<file path="src/rtl/bit32_div_seq.sv">
// Iterative restoring divider (MIPS DIV/DIVU): one quotient bit per cycle, LO=quotient, HI=remainder.
// Optional macro BIT32_DIV_ZERO_ERR_EN adds a latched divide-by-zero flag on err_out.
module bit32_div_seq #(
  parameter int WIDTH = 32,
  parameter int CNT_W = 6
) (
  input  logic             clk_in,
  input  logic             rst_n_in,
  input  logic             start_in,
  input  logic             signed_in,
  input  logic [WIDTH-1:0] A_in,
  input  logic [WIDTH-1:0] B_in,
  output logic             ready_out,
  output logic             valid_out,
  input  logic             ack_in,
  output logic [WIDTH-1:0] Q_out,
  output logic [WIDTH-1:0] R_out,
  output logic             err_out
);

  typedef enum logic [1:0] {S_IDLE, S_BUSY, S_FIX, S_DONE} state_t;

  state_t           state_reg, state_next;
  logic [WIDTH-1:0] rem_reg, dvd_reg, dsr_reg;
  logic [WIDTH-1:0] q_reg, r_reg;
  logic [CNT_W-1:0] cnt_reg;
  logic             neg_q_reg, neg_r_reg;

  logic             accept, last_iter;
  logic [WIDTH-1:0] rem_sh;
  logic [WIDTH:0]   trial;
  logic [WIDTH-1:0] op_raw [2];
  logic [WIDTH-1:0] op_mag [2];

  assign accept    = start_in && (state_reg == S_IDLE);
  assign last_iter = (cnt_reg == CNT_W'(WIDTH - 1));

  // Operand 0 is the dividend, operand 1 the divisor; 0x80000000 stays 2^31 as an unsigned magnitude.
  assign op_raw[0] = A_in;
  assign op_raw[1] = B_in;
  generate
    for (genvar gi = 0; gi < 2; gi++) begin : g_mag
      assign op_mag[gi] = (signed_in && op_raw[gi][WIDTH-1]) ? -op_raw[gi] : op_raw[gi];
    end
  endgenerate

  // The dividend register doubles as the quotient accumulator: bits shift out the top, q bits in at the bottom.
  assign rem_sh = {rem_reg[WIDTH-2:0], dvd_reg[WIDTH-1]};
  assign trial  = {1'b0, rem_sh} - {1'b0, dsr_reg};

  always_ff @(posedge clk_in or negedge rst_n_in) begin
    if (!rst_n_in) begin
      state_reg <= S_IDLE;
    end else begin
      state_reg <= state_next;
    end
  end

  always_comb begin
    state_next = state_reg;
    case (state_reg)
      S_IDLE:  if (start_in) state_next = S_BUSY;
      S_BUSY:  if (last_iter) state_next = S_FIX;
      S_FIX:   state_next = S_DONE;
      S_DONE:  if (ack_in) state_next = S_IDLE;
      default: state_next = S_IDLE;
    endcase
  end

  always_comb begin
    ready_out = (state_reg == S_IDLE);
    valid_out = (state_reg == S_DONE);
  end

  always_ff @(posedge clk_in or negedge rst_n_in) begin
    if (!rst_n_in) begin
      rem_reg   <= '0;
      dvd_reg   <= '0;
      dsr_reg   <= '0;
      cnt_reg   <= '0;
      neg_q_reg <= 1'b0;
      neg_r_reg <= 1'b0;
      q_reg     <= '0;
      r_reg     <= '0;
    end else begin
      case (state_reg)
        S_IDLE: begin
          if (accept) begin
            dvd_reg   <= op_mag[0];
            dsr_reg   <= op_mag[1];
            rem_reg   <= '0;
            cnt_reg   <= '0;
            neg_q_reg <= signed_in && (A_in[WIDTH-1] ^ B_in[WIDTH-1]);
            neg_r_reg <= signed_in && A_in[WIDTH-1];
          end
        end
        S_BUSY: begin
          rem_reg <= trial[WIDTH] ? rem_sh : trial[WIDTH-1:0];
          dvd_reg <= {dvd_reg[WIDTH-2:0], ~trial[WIDTH]};
          cnt_reg <= cnt_reg + CNT_W'(1);
        end
        S_FIX: begin
          q_reg <= neg_q_reg ? -dvd_reg : dvd_reg;
          r_reg <= neg_r_reg ? -rem_reg : rem_reg;
        end
        default: ;
      endcase
    end
  end

  assign Q_out = q_reg;
  assign R_out = r_reg;

`ifdef BIT32_DIV_ZERO_ERR_EN
  logic err_reg;

  always_ff @(posedge clk_in or negedge rst_n_in) begin
    if (!rst_n_in) begin
      err_reg <= 1'b0;
    end else if (accept) begin
      err_reg <= (B_in == '0);
    end
  end

  assign err_out = err_reg;
`else
  assign err_out = 1'b0;
`endif

endmodule

</file>
<file path="config.mk">
export PLATFORM = sky130hd
export DESIGN_NAME = bit32_div_seq
export DESIGN_NICKNAME = d
export VERILOG_FILES = /design/src/rtl/bit32_div_seq.sv
export SDC_FILE = /design/constraint.sdc
export NUM_CORES = 1
export LEC_CHECK = 0
export BUFFER_PORTS_ARGS = -buffer_cell sky130_fd_sc_hd__clkbuf_2
export CAP_MARGIN = 15
export CORE_MARGIN = 2
export CORE_UTILIZATION = 30
export DETAILED_ROUTE_END_ITERATION = 8
export HOLD_SLACK_MARGIN = 0.03
export PLACE_DENSITY = 0.46
export REMOVE_ABC_BUFFERS = 1
export SYNTH_ARGS = -nofsm -noshare
export SYNTH_HDL_FRONTEND = slang
export SYNTH_SLANG_ARGS = --single-unit
</file>
<file path="constraint.sdc">
create_clock -name clk_in -period 3.8 [get_ports clk_in]
set_clock_uncertainty 0.2 [all_clocks]
set_input_delay 0.76 -clock clk_in [delete_from_list [all_inputs] [get_ports clk_in]]
set_output_delay 0.76 -clock clk_in [all_outputs]
set_load 0.01 [all_outputs]
</file>
Yosys cells after proc, flatten, opt, wreduce, memory -nomap -nowiden
Index checks and enable logic that the tools add are counted.

operators by class
  add/sub/neg operators = 6
  equal/unequal tests = 8
  multiplexer cells = 15
  bitwise logic cells = 2
  reduce and logical (&&, ||, !) cells = 9

operators with widths
  cell                                            number
  two-way mux 32 bit                              7
  negator 32 bit                                  4
  one-hot mux 32 bit (2 select lines)             2
  subtractor 32 x 32 -> 33 bit                    1
  one-hot mux 6 bit (2 select lines)              1
  one-hot mux 2 bit (4 select lines)              1
  adder 6 x 1 -> 6 bit (second input constant)    1
  == test 6 x 5 -> 1 bit (second input constant)  1
  two-way mux 2 bit                               3
  two-way mux 6 bit                               1
  == test 2 bit (second input constant)           2
  logical AND 1 bit                               4
  != test 2 x 1 -> 1 bit (second input constant)  2
  != test 2 bit (second input constant)           2
  AND reduction 2 bit                             2
  AND reduction 3 bit                             1
  == test 2 x 1 -> 1 bit (second input constant)  1
  zero test 2 bit                                 1
  nonzero test 2 bit                              1
  inverter 1 bit                                  1
  bitwise XOR 1 bit                               1

word-level totals
  register bits = 170
  input port bits = 69
  output and inout port bits = 67

Depth between registers and ports, before layout
Gate-level depths: netlist of the first run.

  depth after elaboration = 4
  gate-level depth with buffers = 14
  depth with buffers taken out = 12

Least setup slack after synthesis of the first run
No wires, ideal clock.

  path kind = register -> register
  start = register dvd_reg[31]
  end = register rem_reg[16]
  setup time = 133 ps
  data arrival time = 3254 ps
  data required time = 3467 ps
  setup slack = 213 ps
  cell stages (with the launch flop) = 15
  path buffers = 2
  cells stage by stage = dfrtp_1 > inv_1 > ha_1 > fa_1 > nand2b_1 > a21oi_1 > o21ai_0 > a31oi_1 > o2bb2ai_1 > a21oi_1 > buf_2 > nor2_2 > buf_2 > mux2i_1 > o21ai_0

between the ends
  cells in the longest elaborated chain, start to end = 3

ends and longest elaborated chain
  item                                 RTL line  source
  from (decl)                          24        logic [WIDTH-1:0] rem_reg, dvd_reg, dsr_reg;
  from (signal assigned)               89        dvd_reg <= op_mag[0];
  from (signal assigned)               99        dvd_reg <= {dvd_reg[WIDTH-2:0], ~trial[WIDTH]};
  subtractor 32 x 32 -> 33 bit         49        assign trial = {1'b0, rem_sh} - {1'b0, dsr_reg};
  two-way mux 32 bit                   98        rem_reg <= trial[WIDTH] ? rem_sh : trial[WIDTH-1:0];
  one-hot mux 32 bit (2 select lines)  86        case (state_reg)
  to (signal assigned)                 98
  to (decl)                            24

Every way passes these cells.
A chain may end at the register's enable or synchronous reset.

Worst setup path in the final report of the first run
  start = register dvd_reg[4]
  end = register q_reg[30], in the netlist Q_out[30]

between the ends
  cells in the longest elaborated chain, start to end = 2

ends and longest elaborated chain
  item                  RTL line  source
  negator 32 bit        103       q_reg <= neg_q_reg ? -dvd_reg : dvd_reg;
  two-way mux 32 bit    103
  to (signal assigned)  103
  to (decl)             25        logic [WIDTH-1:0] q_reg, r_reg;

Every way passes these cells.

==> flow_metrics.tcl, run 1 <==
set metrics [dict create \
    status "finished, final reports clean" \
    crit_path_start_kind "register" \
    hold_slack_ns 0.1492 \
    synth_ff_type "dfrtp_1" \
    fill_cells 3817 \
    drc 0 \
    p_clk_share_pct 14.3 \
    synth_cells 1324 \
    hold_viol 0 \
    final.setup.worst_slack_ns 0.2270 \
    ioPinCount 136 \
    p_leak_nw 5.758 \
    synth_top_area_share_pct 38.18 \
    drt-initial-drc-count 462 \
    cts.sinks 170 \
    tritoncts "done" \
    holdCritPathClass "primary input to async pin" \
    min_period_ns 3.573 \
    vias_per_cell 4.950 \
    dieArea_mm2 0.03870 \
    first_global_vias 9279 \
    rsz0062_at_grt "no" \
    synth_edf_count 0 \
    path_clk_slew_ns 0.07 \
    yosys_warnings 0 \
    ctsHoldBuffers 0 \
    dp_slack_ns 0.03342 \
    period_share_pct 94.03 \
    std_cell_rows 70 \
    root_buffer "clkbuf_16" \
    grt_overflow 0 \
    power.density_mw_per_mm2 910.4 \
    cts_setup_buffers 0 \
    drive_gt1_share_pct 16.23 \
    critPathMaxStageDelay_ns 0.56 \
    relSlewSlack_pct 25.47 \
    dieWidth_um 196.7 \
    portBuffers 134 \
    postRouteAntennaNets 0 \
    synth.distinct_cells 61 \
    seq_area_frac_synth_pct 38.18 \
    gr-usage-all-layers_pct 16.45 \
    slowest_stage "or4_4" \
    ctsResizeCount 0 \
    p_sw_mw 5.580 \
    slew_viol_final 0 \
    path_max_fanout 5 \
    grt_max_degree 71 \
    cp.buffers_inverters 0 \
    crit_chain "or4_4 -> nor3_2 -> nand2_1 -> or3_4 -> or3_4 -> or4_4 -> o41ai_2 -> xor2_1 -> a21oi_1" \
    pwr-share-comb_pct 56.3 \
    hpwl_mm 23.56 \
    initial_core_util_pct 30.43 \
    wl_mm 31.09 \
    avgRoutedWirePerCell_um 16.18 \
    crit_arrival_ns 3.69 \
    dr.pass1.iters 4 \
    sw_frac_of_total_pct 47.12 \
    antenna_found_initial 0 \
    nets 1553 \
    synth-async-reset-ratio_pct 100.0 \
    worst_ep_required_time_ns 3.92 \
    criticalPathCategory "register to register" \
    cts_max_level 4 \
    netlist_top_cells_area "dfrtp_1 38%, xor2_1 7.3%, o21ai_0 6.2%, a21oi_1 6.1%, nand2_1 5.1%" \
    gp_congestion 0.8275 \
    synth.most_common_cell "dfrtp_1" \
    grt_pass1_wl_mm 50.68 \
    p_int_mw 6.261 \
    clk_latency_ns 0.44 \
    die_h_um 196.7 \
    num_vias 9513 \
    ys_ff_latch 170 \
    area_delta_synth_final_pct 16.73 \
    tightestPinTransition_ns 1.118 \
    syn_avg_cell_area_um2 8.415 \
    path_delay_family "simple AND/OR/NAND/NOR gates" \
    yosys.area.top_type "dfrtp_1" \
    synthTopCellsByCount "170 x dfrtp_1, 151 x nand2_1, 138 x o21ai_0, 136 x a21oi_1, 128 x nor2_1" \
    synthesis.area_mm2 0.01114 \
    power.share.sequential_pct 29.3 \
    insertedDiodeCount 0 \
    finalSetupViolations 0 \
    max-clock-path-buffers 2 \
    drv_cap 0 \
    core_mm2 0.03661 \
    cts_made_buffers 17 \
    ir_worst_vdd_uv 335.6 \
    crit_path_end_kind "register" \
    max_freq_mhz 279.9 \
]
cells by family after synthesis:
kind of cell	Yosys count	share of synthesized area, %
buffers and inverters	124	4.234
flip-flops	170	38.18
XOR/XNOR	143	11.24
AND/OR/NAND/NOR	412	16.96
adder cells (fa/ha/maj)	43	4.896
AO/OA/AOI/OAI	394	20.98
multiplexers	37	3.481
other	1	0.03366
path summary, 6_finish.rpt:
path / depth (start not counted) / start / endpoint / slack, ns
worst min register to register: 2 / dsr_reg[30]$_DFFE_PN0P_ / dsr_reg[30]$_DFFE_PN0P_ / 0.28
worst min-delay path: 1 / rst_n_in / Q_out[11]$_DFFE_PN0P_ / 0.15
max in group asynchronous: 2 / rst_n_in / rem_reg[30]$_DFFE_PN0P_ / 2.32
worst max-delay path: 9 / dvd_reg[4]$_DFFE_PN0P_ / Q_out[30]$_DFFE_PN0P_ / 0.23
worst max register to register: 9 / dvd_reg[4]$_DFFE_PN0P_ / Q_out[30]$_DFFE_PN0P_ / 0.23
min in group clk_in: 2 / dsr_reg[30]$_DFFE_PN0P_ / dsr_reg[30]$_DFFE_PN0P_ / 0.28
power by group through the flow:
stage | combinational, mW | sequential [mW] | clock, mW
floorplan | 4.55 | 3.46 | 0
global placement | 6.64 | 3.49 | 0
detailed placement | 6.70 | 3.51 | 0
CTS | 6.72 | 3.48 | 1.76
global route | 7.53 | 3.62 | 1.83
finish | 6.67 | 3.47 | 1.70
cells in the final DEF, fill, tap and decap left out, types with 29 or more instances in the layout:
cell type,count
a21oi_1,136
xnor2_1,50
nand2_1,150
ha_1,40
dfrtp_1,170
o31ai_1,29
inv_1,52
nor2_1,128
clkbuf_2,133
o21ai_0,138
buf_4,32
xor2_1,93
metrics by stage:
| stage | setup TNS (ns) | instances | power (mW) | utilization (%) | instance area [um2] |
|---|---|---|---|---|---|
| detailed placement | 0 | 1890 | 10.21 | 34.01 | 12450 |
| floorplan | -3.813 | 1253 | 8.017 | - | 10870 |
| global route | 0 | 1922 | 12.97 | 35.53 | 13010 |
| CTS | 0 | 1922 | 11.96 | 35.53 | 13010 |
| finish | 0 | 1922 | 11.84 | 35.53 | 13010 |
| global placement | -0.0007050 | 1890 | 10.13 | 34.01 | 12450 |
cell type report:
cell class | count | area, um2 | area share, %
clock buffer | 19 | 442.9 | 3.405
clock inverter | 13 | 112.6 | 0.8658
timing repair buffer | 169 | 977.2 | 7.513
sequential | 170 | 4254 | 32.71
multi-input combinational | 1030 | 6435 | 49.48
inverter | 53 | 198.9 | 1.530
tap | 468 | 585.6 | 4.502
metal layers:
layer | global-route usage [%] | vias up | share of wire, %
met2 | 24.64 | 161 | 43
met5 | 0 | - | 0
met1 | 24.81 | 4439 | 53
li1 | - | 4897 | -
met3 | 2.618 | 16 | 3.5
met4 | 3.564 | 0 | 0.81
(Power assumes the default switching activity.)
==> run 2, diff against run 1 <==
- CORE_UTILIZATION: 30 -> 45
- PLACE_DENSITY: 0.46 -> 0.65
- SLEW_MARGIN: default -> 20
==> run 2 against run 1 <==
Net effect:
- flip-flop and latch count unchanged
- die area decreased by 33%
- register-to-register slack got worse by 0.05 ns
- cell area decreased by 1.3%
- global-route usage increased by 5.1 points
- worst setup slack got worse by 0.054 ns
- critical path depth unchanged
- total power increased by 0.37%
- sequential power about the same
- clock power increased by 11%
- count of clock-buffer cells in the layout unchanged
- largest power group unchanged
- highest routed layer unchanged
==> flow_metrics.tcl, run 2 (same netlist as run 1, synthesis figures left out) <==
set metrics [dict create \
    drt-initial-drc-count 599 \
    ioPinCount 136 \
    hold_slack_ns 0.2793 \
    root_buffer "clkbuf_16" \
    layout_commonest_cell "dfrtp_1" \
    wl_met2_mm 12.05 \
    portBuffers 134 \
    rsz0062_at_grt "no" \
    met3WireLength_mm 1.321 \
    area_delta_synth_final_pct 15.16 \
    cts_setup_buffers 0 \
    gr-usage-all-layers_pct 21.59 \
    nets 1543 \
    dp_slack_ns -0.03048 \
    vias_per_cell 5.461 \
    tightestPinTransition_ns 0.9321 \
    num_vias 9655 \
    core_mm2 0.02432 \
    slew_viol_final 0 \
    cts.sinks 170 \
    holdCritPathClass "register to register" \
    relSlewSlack_pct 37.86 \
    dr.pass1.iters 5 \
    tritoncts "done" \
    critPathMaxStageDelay_ns 0.56 \
    ir_worst_vdd_uv 374.2 \
    clk_latency_ns 0.43 \
    antenna_found_initial 0 \
    drv_cap 0 \
    cts_max_level 4 \
    grt_pass1_wl_mm 46.31 \
    p_leak_nw 5.737 \
    max-clock-path-buffers 2 \
    worst_ep_required_time_ns 3.87 \
    routed.top_layer "met4" \
    gp_congestion 0.9093 \
    std_cell_rows 57 \
    criticalPathCategory "register to register" \
    hpwl_mm 20.45 \
    wl_met1_mm 13.74 \
    initial_core_util_pct 45.81 \
    postRouteAntennaNets 0 \
    hold_viol 0 \
    drc 0 \
    dieWidth_um 161.4 \
    status "finished, final reports clean" \
    crit_path_end_kind "register" \
    design_power_total_mw 11.89 \
    path_max_fanout 5 \
    grt_max_degree 88 \
    dieArea_mm2 0.02603 \
    slowest_stage "or4_4" \
    power.density_mw_per_mm2 926.3 \
    cp.buffers_inverters 0 \
    wl_mm 27.43 \
    first_global_vias 9181 \
    crit_path_start_kind "register" \
    finalSetupViolations 0 \
    final_cell_mix "170 x dfrtp_1, 150 x nand2_1, 138 x o21ai_0" \
    min_period_ns 3.627 \
    crit_arrival_ns 3.69 \
    insertedDiodeCount 0 \
    max_freq_mhz 275.7 \
    setup_tns_ns 0 \
    crit_chain "or4_4 -> nor3_2 -> nand2_1 -> or3_4 -> or3_4 -> or4_4 -> o41ai_2 -> xor2_1 -> a21oi_1" \
    path_clk_slew_ns 0.07 \
    cts_made_buffers 17 \
    avgRoutedWirePerCell_um 15.51 \
    period_share_pct 95.46 \
    grt_overflow 0 \
    die_h_um 161.4 \
    path_delay_family "simple AND/OR/NAND/NOR gates" \
    drive_gt1_share_pct 15.58 \
    final.setup.worst_slack_ns 0.1725 \
]
==> run 2: cell types whose count changed in the layout (fill, tap and decap cells not counted) <==
| cell | change |
|---|---|
| dlygate4sd3_1 | +1 |
| clkinv_4 | -2 |
| inv_8 | -2 |
| bufinv_16 | +4 |
| inv_6 | -2 |
| clkinvlp_4 | +2 |
| buf_4 | -11 |
==> run 2: area by class of cell <==
type,instances,area [um2]
Inverter,53,198.9
Sequential cell,170,4254
Multi-Input combinational cell,1030,6435
Tap cell,324,405.4
Fill cell,2271,11490
Timing Repair Buffer,159,904.6
Clock inverter,13,190.2
Clock buffer,19,442.9
==> run 2: repair_timing <==
item,4_1_cts,5_1_grt
endpoints found under the hold margin,10,0
gates resized for setup,0,0
setup endpoints to repair,0,0
hold buffers,1,0
==> run 2: worst register-to-register path, delay by kind of cell, from the launching register on <==
family           cells  cell delay, ns
flip-flops           1            0.43
AO/OA/AOI/OAI        2            0.45
AND/OR/NAND/NOR      6            2.21
XOR/XNOR             1            0.18
==> run 2: final timing paths <==
| path | start | to | slack [ns] | cells after the start |
|---|---|---|---|---|
| worst min register to register | dsr_reg[22]$_DFFE_PN0P_ | dsr_reg[22]$_DFFE_PN0P_ | 0.28 | 2 |
| worst max-delay path | dvd_reg[4]$_DFFE_PN0P_ | Q_out[30]$_DFFE_PN0P_ | 0.17 | 9 |
| worst max register to register | dvd_reg[4]$_DFFE_PN0P_ | Q_out[30]$_DFFE_PN0P_ | 0.17 | 9 |
| min in group asynchronous | rst_n_in | Q_out[16]$_DFFE_PN0P_ | 0.60 | 2 |
| worst min-delay path | dsr_reg[22]$_DFFE_PN0P_ | dsr_reg[22]$_DFFE_PN0P_ | 0.28 | 2 |
| max in group asynchronous | rst_n_in | rem_reg[18]$_DFFE_PN0P_ | 2.01 | 3 |
==> run 2: report_power, final <==
part / internal, mW / switching [mW]
combinational: 2.71 / 3.82
clock: 1.12 / 0.756
sequential: 2.65 / 0.833
==> run 2: per-layer routing <==
layer  GRT usage [%]  vias to the layer above
li1                -                     4867
met1           31.58                     4521
met2           33.43                      243
met3           3.749                       24
met4           5.073                        0
met5               0                        -
==> run 2: metrics by stage <==
| step | utilization, % | area, um2 | std cells |
|---|---|---|---|
| 4_1_cts | 52.76 | 12830 | 1768 |
| 5_1_grt | 52.76 | 12830 | 1768 |
| 3_3_place_gp | 50.12 | 12190 | 1735 |
| 6_report | 52.76 | 12830 | 1768 |
| 3_5_place_dp | 50.12 | 12190 | 1735 |
| 2_1_floorplan | - | 10870 | 1253 |
